$ cat config.mk
export PLATFORM = sky130hd
export DESIGN_NAME = guess_game_engine_flat
export DESIGN_NICKNAME = d
export VERILOG_FILES = /design/src/rtl/guess_game_pkg.sv /design/src/rtl/guess_game_if.sv /design/src/rtl/guess_bcd_compare.sv /design/src/rtl/guess_game_engine.sv /design/src/flat_wrapper.sv
export SDC_FILE = /design/constraint.sdc
export NUM_CORES = 1
export LEC_CHECK = 0
export CORE_UTILIZATION = 40
export DETAILED_ROUTE_END_ITERATION = 10
export GPL_TIMING_DRIVEN = 0
export MAX_ROUTING_LAYER = met4
export SYNTH_ARGS = -nofsm -noshare
export SYNTH_HDL_FRONTEND = slang
export SYNTH_SLANG_ARGS = --single-unit
$ cat constraint.sdc
create_clock -name clk -period 3.65 [get_ports clk]
set_clock_uncertainty 0.1 [all_clocks]
set_input_delay 0.73 -clock clk [delete_from_list [all_inputs] [get_ports clk]]
set_output_delay 0.73 -clock clk [all_outputs]
set_load 0.1 [all_outputs]
$ cat src/rtl/guess_game_pkg.sv
// Shared types for the number-guessing game core: FSM states, hint and result codes,
// and the single-digit BCD type with its wrap-around increment.
package guess_game_pkg;

  typedef logic [3:0] bcd_t;

  typedef enum logic [2:0] {
    IDLE,
    LOAD,
    PLAY,
    CHECK,
    WIN,
    LOSE
  } game_state_e;

  typedef enum logic [1:0] {
    HINT_NONE    = 2'b00,
    HINT_LOW     = 2'b01,
    HINT_HIGH    = 2'b10,
    HINT_CORRECT = 2'b11
  } hint_e;

  typedef enum logic [1:0] {
    RESULT_NONE = 2'b00,
    RESULT_WIN  = 2'b01,
    RESULT_LOSE = 2'b10
  } result_e;

  function automatic bcd_t bcd_inc(input bcd_t d);
    return (d >= 4'd9) ? 4'd0 : d + 4'd1;
  endfunction

endpackage

$ cat src/rtl/guess_game_if.sv
// Player-side and display-side signal bundle of the guessing game core, plus
// the FSM state exposed for observation.
interface guess_game_if #(
  parameter int NUM_DIGITS = 3,
  parameter int TIME_W     = 8,
  parameter int SCORE_W    = 12
);
  import guess_game_pkg::*;

  // Inputs are single-cycle pulses with no back-pressure: a pulse is consumed on
  // the clock edge where it is high, or dropped if the current state ignores it.
  logic                    tick_1hz;
  logic [NUM_DIGITS-1:0]   digit_inc;
  logic                    confirm;
  logic [4*NUM_DIGITS-1:0] target_bcd;

  logic [4*NUM_DIGITS-1:0] guess_bcd;
  logic [1:0]              hint;
  logic [3:0]              level;
  logic [3:0]              guesses_left;
  logic [TIME_W-1:0]       time_left;
  logic [1:0]              result;
  logic                    new_round;
  logic [SCORE_W-1:0]      score;
  game_state_e             state;

  modport master (
    output tick_1hz, digit_inc, confirm, target_bcd,
    input  guess_bcd, hint, level, guesses_left, time_left, result, new_round, score, state
  );

  modport slave (
    input  tick_1hz, digit_inc, confirm, target_bcd,
    output guess_bcd, hint, level, guesses_left, time_left, result, new_round, score, state
  );

endinterface

$ cat src/rtl/guess_bcd_compare.sv
// Combinational magnitude compare of two BCD numbers over the low `level` digits;
// digits at or above the active level are masked to zero on both sides.
module guess_bcd_compare
  import guess_game_pkg::*;
#(
  parameter int NUM_DIGITS = 3
) (
  input  logic [4*NUM_DIGITS-1:0] guess,
  input  logic [4*NUM_DIGITS-1:0] target,
  input  logic [3:0]              level,
  output hint_e                   hint
);

  logic [4*NUM_DIGITS-1:0] guess_m;
  logic [4*NUM_DIGITS-1:0] target_m;

  // With valid BCD digits the packed vector order equals decimal order, MS digit first.
  always_comb begin
    guess_m  = '0;
    target_m = '0;
    for (int i = 0; i < NUM_DIGITS; i++) begin
      if (i < int'(level)) begin
        guess_m[4*i +: 4]  = guess[4*i +: 4];
        target_m[4*i +: 4] = target[4*i +: 4];
      end
    end
    if (guess_m == target_m) begin
      hint = HINT_CORRECT;
    end else if (guess_m < target_m) begin
      hint = HINT_LOW;
    end else begin
      hint = HINT_HIGH;
    end
  end

endmodule

$ cat src/rtl/guess_game_engine.sv
// Number-guessing game core: digit entry, guess checking, level progression, guess budget
// and countdown timer. Optional scoring is enabled with the GUESS_SCORE_EN macro.
module guess_game_engine
  import guess_game_pkg::*;
#(
  parameter int NUM_DIGITS     = 3,
  parameter int MAX_GUESSES    = 5,
  parameter int TIME_PER_DIGIT = 20,
  parameter int TIME_W         = 8,
  parameter int SCORE_W        = 12
) (
  input logic         clk,
  input logic         rst,
  guess_game_if.slave bus
);

  game_state_e             state_q;
  logic [4*NUM_DIGITS-1:0] guess_q;
  logic [4*NUM_DIGITS-1:0] snap_q;
  logic [4*NUM_DIGITS-1:0] target_q;
  hint_e                   hint_q;
  logic [3:0]              level_q;
  logic [3:0]              guesses_q;
  logic [TIME_W-1:0]       time_q;
  result_e                 result_q;
  logic                    new_round_q;

  hint_e                   cmp_hint;
  logic [TIME_W-1:0]       time_dec;
  logic [TIME_W-1:0]       load_time;
  logic                    timeout;

  guess_bcd_compare #(.NUM_DIGITS(NUM_DIGITS)) u_compare (
    .guess  (snap_q),
    .target (target_q),
    .level  (level_q),
    .hint   (cmp_hint)
  );

  assign time_dec  = (time_q != '0) ? time_q - TIME_W'(1) : '0;
  assign load_time = TIME_W'(TIME_PER_DIGIT * int'(level_q));
  assign timeout   = bus.tick_1hz && (time_q <= TIME_W'(1));

  always_ff @(posedge clk or negedge rst) begin
    if (!rst) begin
      state_q     <= IDLE;
      guess_q     <= '0;
      snap_q      <= '0;
      target_q    <= '0;
      hint_q      <= HINT_NONE;
      level_q     <= 4'd1;
      guesses_q   <= 4'(MAX_GUESSES);
      time_q      <= '0;
      result_q    <= RESULT_NONE;
      new_round_q <= 1'b0;
    end else begin
      new_round_q <= 1'b0;
      case (state_q)
        IDLE: begin
          if (bus.confirm) begin
            state_q     <= LOAD;
            new_round_q <= 1'b1;
          end
        end
        LOAD: begin
          target_q  <= bus.target_bcd;
          guess_q   <= '0;
          hint_q    <= HINT_NONE;
          guesses_q <= 4'(MAX_GUESSES);
          time_q    <= load_time;
          state_q   <= PLAY;
        end
        PLAY: begin
          for (int i = 0; i < NUM_DIGITS; i++) begin
            if (bus.digit_inc[i] && (i < int'(level_q))) begin
              guess_q[4*i +: 4] <= bcd_inc(guess_q[4*i +: 4]);
            end
          end
          if (bus.tick_1hz) begin
            time_q <= time_dec;
          end
          // Running out of time wins over a confirm arriving on the same edge.
          if (timeout) begin
            state_q  <= LOSE;
            result_q <= RESULT_LOSE;
          end else if (bus.confirm) begin
            snap_q  <= guess_q;
            state_q <= CHECK;
          end
        end
        CHECK: begin
          if (bus.tick_1hz) begin
            time_q <= time_dec;
          end
          hint_q <= cmp_hint;
          if (cmp_hint == HINT_CORRECT) begin
            if (level_q < 4'(NUM_DIGITS)) begin
              level_q     <= level_q + 4'd1;
              state_q     <= LOAD;
              new_round_q <= 1'b1;
            end else begin
              state_q  <= WIN;
              result_q <= RESULT_WIN;
            end
          end else begin
            if (guesses_q != 4'd0) begin
              guesses_q <= guesses_q - 4'd1;
            end
            if ((guesses_q <= 4'd1) || timeout) begin
              state_q  <= LOSE;
              result_q <= RESULT_LOSE;
            end else begin
              state_q <= PLAY;
            end
          end
        end
        WIN, LOSE: begin
          if (bus.confirm) begin
            state_q  <= IDLE;
            level_q  <= 4'd1;
            result_q <= RESULT_NONE;
          end
        end
        default: state_q <= IDLE;
      endcase
    end
  end

`ifdef GUESS_SCORE_EN
  localparam int SUM_W = SCORE_W + TIME_W + 1;

  logic [SCORE_W-1:0] score_q;
  logic [SUM_W-1:0]   score_sum;

  // Bonus uses the budget and time still on the clock when the correct guess is judged.
  assign score_sum = SUM_W'(score_q) + SUM_W'(guesses_q) + SUM_W'(time_q);

  always_ff @(posedge clk or negedge rst) begin
    if (!rst) begin
      score_q <= '0;
    end else if ((state_q == CHECK) && (cmp_hint == HINT_CORRECT)) begin
      score_q <= (score_sum > SUM_W'({SCORE_W{1'b1}})) ? {SCORE_W{1'b1}} : score_sum[SCORE_W-1:0];
    end else if (((state_q == WIN) || (state_q == LOSE)) && bus.confirm) begin
      score_q <= '0;
    end
  end

  assign bus.score = score_q;
`else
  assign bus.score = {SCORE_W{1'b0}};
`endif

  assign bus.guess_bcd    = guess_q;
  assign bus.hint         = hint_q;
  assign bus.level        = level_q;
  assign bus.guesses_left = guesses_q;
  assign bus.time_left    = time_q;
  assign bus.result       = result_q;
  assign bus.new_round    = new_round_q;
  assign bus.state        = state_q;

endmodule
$ cat src/flat_wrapper.sv
// flat-port wrapper written by rule: the top's interface ports become plain ports
module guess_game_engine_flat import guess_game_pkg::*;
#(
  parameter int NUM_DIGITS     = 3,
  parameter int MAX_GUESSES    = 5,
  parameter int TIME_PER_DIGIT = 20,
  parameter int TIME_W         = 8,
  parameter int SCORE_W        = 12
)
  (clk, rst, bus_tick_1hz, bus_digit_inc, bus_confirm, bus_target_bcd, bus_guess_bcd, bus_hint, bus_level, bus_guesses_left, bus_time_left, bus_result, bus_new_round, bus_score, bus_state);
  guess_game_if #(.NUM_DIGITS(NUM_DIGITS), .TIME_W(TIME_W), .SCORE_W(SCORE_W)) bus_i ();
  input logic clk;
  input logic rst;
  input wire logic [$bits(bus_i.tick_1hz)-1:0] bus_tick_1hz;
  input wire logic [$bits(bus_i.digit_inc)-1:0] bus_digit_inc;
  input wire logic [$bits(bus_i.confirm)-1:0] bus_confirm;
  input wire logic [$bits(bus_i.target_bcd)-1:0] bus_target_bcd;
  output wire logic [$bits(bus_i.guess_bcd)-1:0] bus_guess_bcd;
  output wire logic [$bits(bus_i.hint)-1:0] bus_hint;
  output wire logic [$bits(bus_i.level)-1:0] bus_level;
  output wire logic [$bits(bus_i.guesses_left)-1:0] bus_guesses_left;
  output wire logic [$bits(bus_i.time_left)-1:0] bus_time_left;
  output wire logic [$bits(bus_i.result)-1:0] bus_result;
  output wire logic [$bits(bus_i.new_round)-1:0] bus_new_round;
  output wire logic [$bits(bus_i.score)-1:0] bus_score;
  output wire logic [$bits(bus_i.state)-1:0] bus_state;
  assign bus_i.tick_1hz = bus_tick_1hz;
  assign bus_i.digit_inc = bus_digit_inc;
  assign bus_i.confirm = bus_confirm;
  assign bus_i.target_bcd = bus_target_bcd;
  assign bus_guess_bcd = bus_i.guess_bcd;
  assign bus_hint = bus_i.hint;
  assign bus_level = bus_i.level;
  assign bus_guesses_left = bus_i.guesses_left;
  assign bus_time_left = bus_i.time_left;
  assign bus_result = bus_i.result;
  assign bus_new_round = bus_i.new_round;
  assign bus_score = bus_i.score;
  assign bus_state = bus_i.state;
  guess_game_engine #(.NUM_DIGITS(NUM_DIGITS), .MAX_GUESSES(MAX_GUESSES), .TIME_PER_DIGIT(TIME_PER_DIGIT), .TIME_W(TIME_W), .SCORE_W(SCORE_W)) u_core (.clk(clk), .rst(rst), .bus(bus_i));
endmodule
==> results by group <==
Status
  • Run status: complete, no violations

Detailed routing
  • Routed wl met2: 3870 um
  • Initial DRC count: 149
  • Vias per inst: 5.06
  • Routed wl met3: roughly 370 um
  • Top Layer Used: met4
  • Pre-Repair DR Iteration Count: 4
  • WL met1: between 3000 and 4000 um
  • Drc violations: 0
  • Routed WL per cell: roughly 14 um
  • DRT antenna net count: 0
  • Vias: between 2000 and 3000
  • Routed WL: approximately 8200 um

Synth
  • Async set-or-reset flop fraction in the synthesized netlist: 100%
  • Cells after Synth: 391
  • Top_reg_cell synth: dfrtp_1
  • Seq/Total Area, Yosys: a little over two fifths
  • Mapped Area: 3620 sq um
  • Synth Register Bits: 60
  • Syn. warnings: 0
  • EDFF count, synth: 0
  • Number of library cell types mapped by synthesis: 58
  • Syn_area_per_cell: roughly 9.3 sq um

Clocking
  • PostCTS Resize Cnt: 0
  • CTS H-tree lvls: 3
  • CTS sink cnt: 60
  • Hold Buf Count CTS: 0
  • Maximum root-to-sink buffer count: 2
  • TritonCTS Buffers: 9
  • Root Driver: clkbuf_8
  • Clock slew at the register clock pins of the worst setup and hold paths: around 0.07 ns
  • CTS tree: built
  • Clk Latency, worst-skew pair: 0.34 ns
  • Setup Buffers After CTS: 0

Worst setup path
  • Worst R2R Start: u_core.bus.level[1]
  • Worst EP required: roughly 3.8 ns
  • Startpoint class of the critical path: flop
  • Crit path max fanout: 10
  • CP endpoint kind: flop
  • WS Path Type: flop to flop
  • Setup slack, reg-to-reg: about 0.45 ns
  • FF-to-FF End: u_core.bus.result[1]
  • Critical Path AT: 3.31 ns
  • Worst R2R Path Depth: 11

Run
  • Max_cap viols: 0

STA
  • Max Transition Viols Final: 0
  • Crit share post-route: around 88%
  • Min Tclk post-route: between 3 and 4 ns
  • Worst-Margin Slew: a little under 1 ns
  • Slew margin rel.: between 30% and 40%
  • Final setup violation count: 0
  • Max frequency: 313 MHz
  • Final hold vios: 0
  • RSZ-0062 raised after global routing: no

Floorplanning
  • Cell Rows: 34
  • I/O pins: 67
  • Chip height: between 90 and 100 um
  • Initial Util: 41.5%
  • DIE AREA: roughly 9400 sq um
  • DIE WIDTH: 97.1 um
  • Core ar.: ~8700 sq um

Global route
  • Number of global-route vias before repair: between 2000 and 3000
  • Largest net degree at the start of global routing: 40
  • Initial antenna violation count: 0
  • GRT Util Overall: a little under a fifth
  • First-pass GRT wire length: about 14000 um
  • Total gr overflow: 0

Placed design
  • RePlAce Congestion: between 0.8 and 0.9
  • Port Buffer Count: between 50 and 60
  • DP HPWL: 6080 um
  • Placed insts: approximately 570

Cells and area
  • Core Util, Final: 52.7%
  • Fin nets: 520
  • Final non-filler cell total: 581
  • N_diodes: 0
  • Layout Area Growth over Synthesis: 27.2%
  • Share of cells above drive strength 1: between 10% and 20%

Worst hold path
  • Worst Hold Class: primary input to async pin
worst max-delay path, cell delays in order (launching register included):
cell and delay (ns):
dfrtp_1 0.44, ha_1 0.20, or3_1 0.42, clkbuf_1 0.24, and2_1 0.22, ha_1 0.29
nand4_1 0.21, nor3_1 0.44, o32a_2 0.26, nand3_2 0.10, nand2_1 0.10, o31ai_2 0.06
metrics by stage:
| stage | hold WS (ns) | area (sq um) | setup slack [ns] | TNS [ns] |
|---|---|---|---|---|
| 2_1_floorplan | 0.334 | 3660 | 0.363 | 0 |
| 3_3_place_gp | 0.357 | 4330 | -0.270 | -15.09 |
| 3_5_place_dp | 0.362 | 4350 | 0.474 | 0 |
| 4_1_cts | 0.277 | 4600 | 0.438 | 0 |
| 5_1_grt | 0.291 | 4600 | 0.175 | 0 |
| 6_report | 0.261 | 4600 | 0.452 | 0 |
metal layers:
layer	up-vias	global-route usage (%)
met5	-	-
met4	0	5.05
met3	11	5.11
met2	89	30.3
met1	1376	24.0
li1	1461	-
area by class of cell:
| type | instances | area [sq um] |
|---|---|---|
| Fill cell | 827 | 4120 |
| Multi-Input combinational cell | 301 | 1920 |
| Sequential cell | 60 | 1510 |
| Timing Repair Buffer | 55 | 556 |
| Clock buffer | 12 | 155 |
| Buffer | 21 | 155 |
| Tap cell | 108 | 135 |
| Clock inverter | 4 | 95.1 |
| Inverter | 20 | 75.1 |
cell usage after synthesis, types with 6 or more instances:
library cell	count	share of area, %
mux2_2	9	2.8
nand2_1	92	9.5
inv_1	20	2.1
dfrtp_1	57	39
nand3_1	6	0.83
ha_1	32	11
buf_4	13	2.7
and2_1	16	2.8
a21oi_1	12	1.7
nor3_1	7	0.97
nor2_1	22	2.3
o21ai_0	30	4.2
cells by family after synthesis:
| logic type | count (synthesis) | share of synthesized area (%) |
|---|---|---|
| buffers and inverters | 41 | 6.36 |
| DFF | 60 | 41.6 |
| adders and majority gates | 33 | 11.6 |
| xor gates and xnor gates | 3 | 0.727 |
| muxes | 11 | 3.36 |
| and+or+nand+nor | 169 | 22.5 |
| other | 1 | 0.104 |
| AOI/OAI and AO/OA | 73 | 13.7 |
layout by cell type (no fill, tap or decap), types with 2 or more instances in the layout:
cell and n:
dfrtp_1 57, inv_1 20, conb_1 12, nand3_1 6, nor3_1 7, nor3b_1 2
nor2_1 22, a31oi_1 2, bufinv_16 3, buf_2 2, nand2_1 92, clkdlybuf4s50_1 53
buf_4 13, and2_1 16, o21ai_0 30, xor2_1 3, a21o_1 4, a21oi_1 12
clkbuf_1 5, mux2_2 9, or2_2 3, nand2b_2 2, or3_1 3, a211o_1 2
o31ai_1 3, clkbuf_8 11, ha_1 32, o22a_1 2, dfstp_2 3, a41oi_1 2
nor2b_1 2, mux2i_1 2, o21a_1 2, nand4_1 4, buf_6 2
state kept, by name, summed over array words and instances, names as in the netlist:
| signal | count |
|---|---|
| u_core.bus.guess_bcd | 12 |
| u_core.bus.guesses_left | 4 |
| u_core.bus.hint | 2 |
| u_core.bus.level | 4 |
| u_core.bus.new_round | 1 |
| u_core.bus.result | 2 |
| u_core.bus.state | 3 |
| u_core.bus.time_left | 8 |
| u_core.snap_q | 12 |
| u_core.target_q | 12 |
worst max path at each step:
stage                        start                      end  slack [ns]
6_report       u_core.bus.level[1]     u_core.bus.result[1]        0.45
5_1_grt        u_core.bus.level[1]     u_core.bus.result[1]        0.18
4_1_cts        u_core.bus.level[1]     u_core.bus.result[1]        0.44
3_5_place_dp   u_core.bus.level[1]     u_core.bus.result[1]        0.47
3_3_place_gp                   rst  u_core.bus.guess_bcd[8]       -0.27
2_1_floorplan  u_core.bus.level[1]     u_core.bus.result[1]        0.36
Power is not shown: default switching activity piles up to over one toggle a cycle in this logic, so the estimate is an artifact.
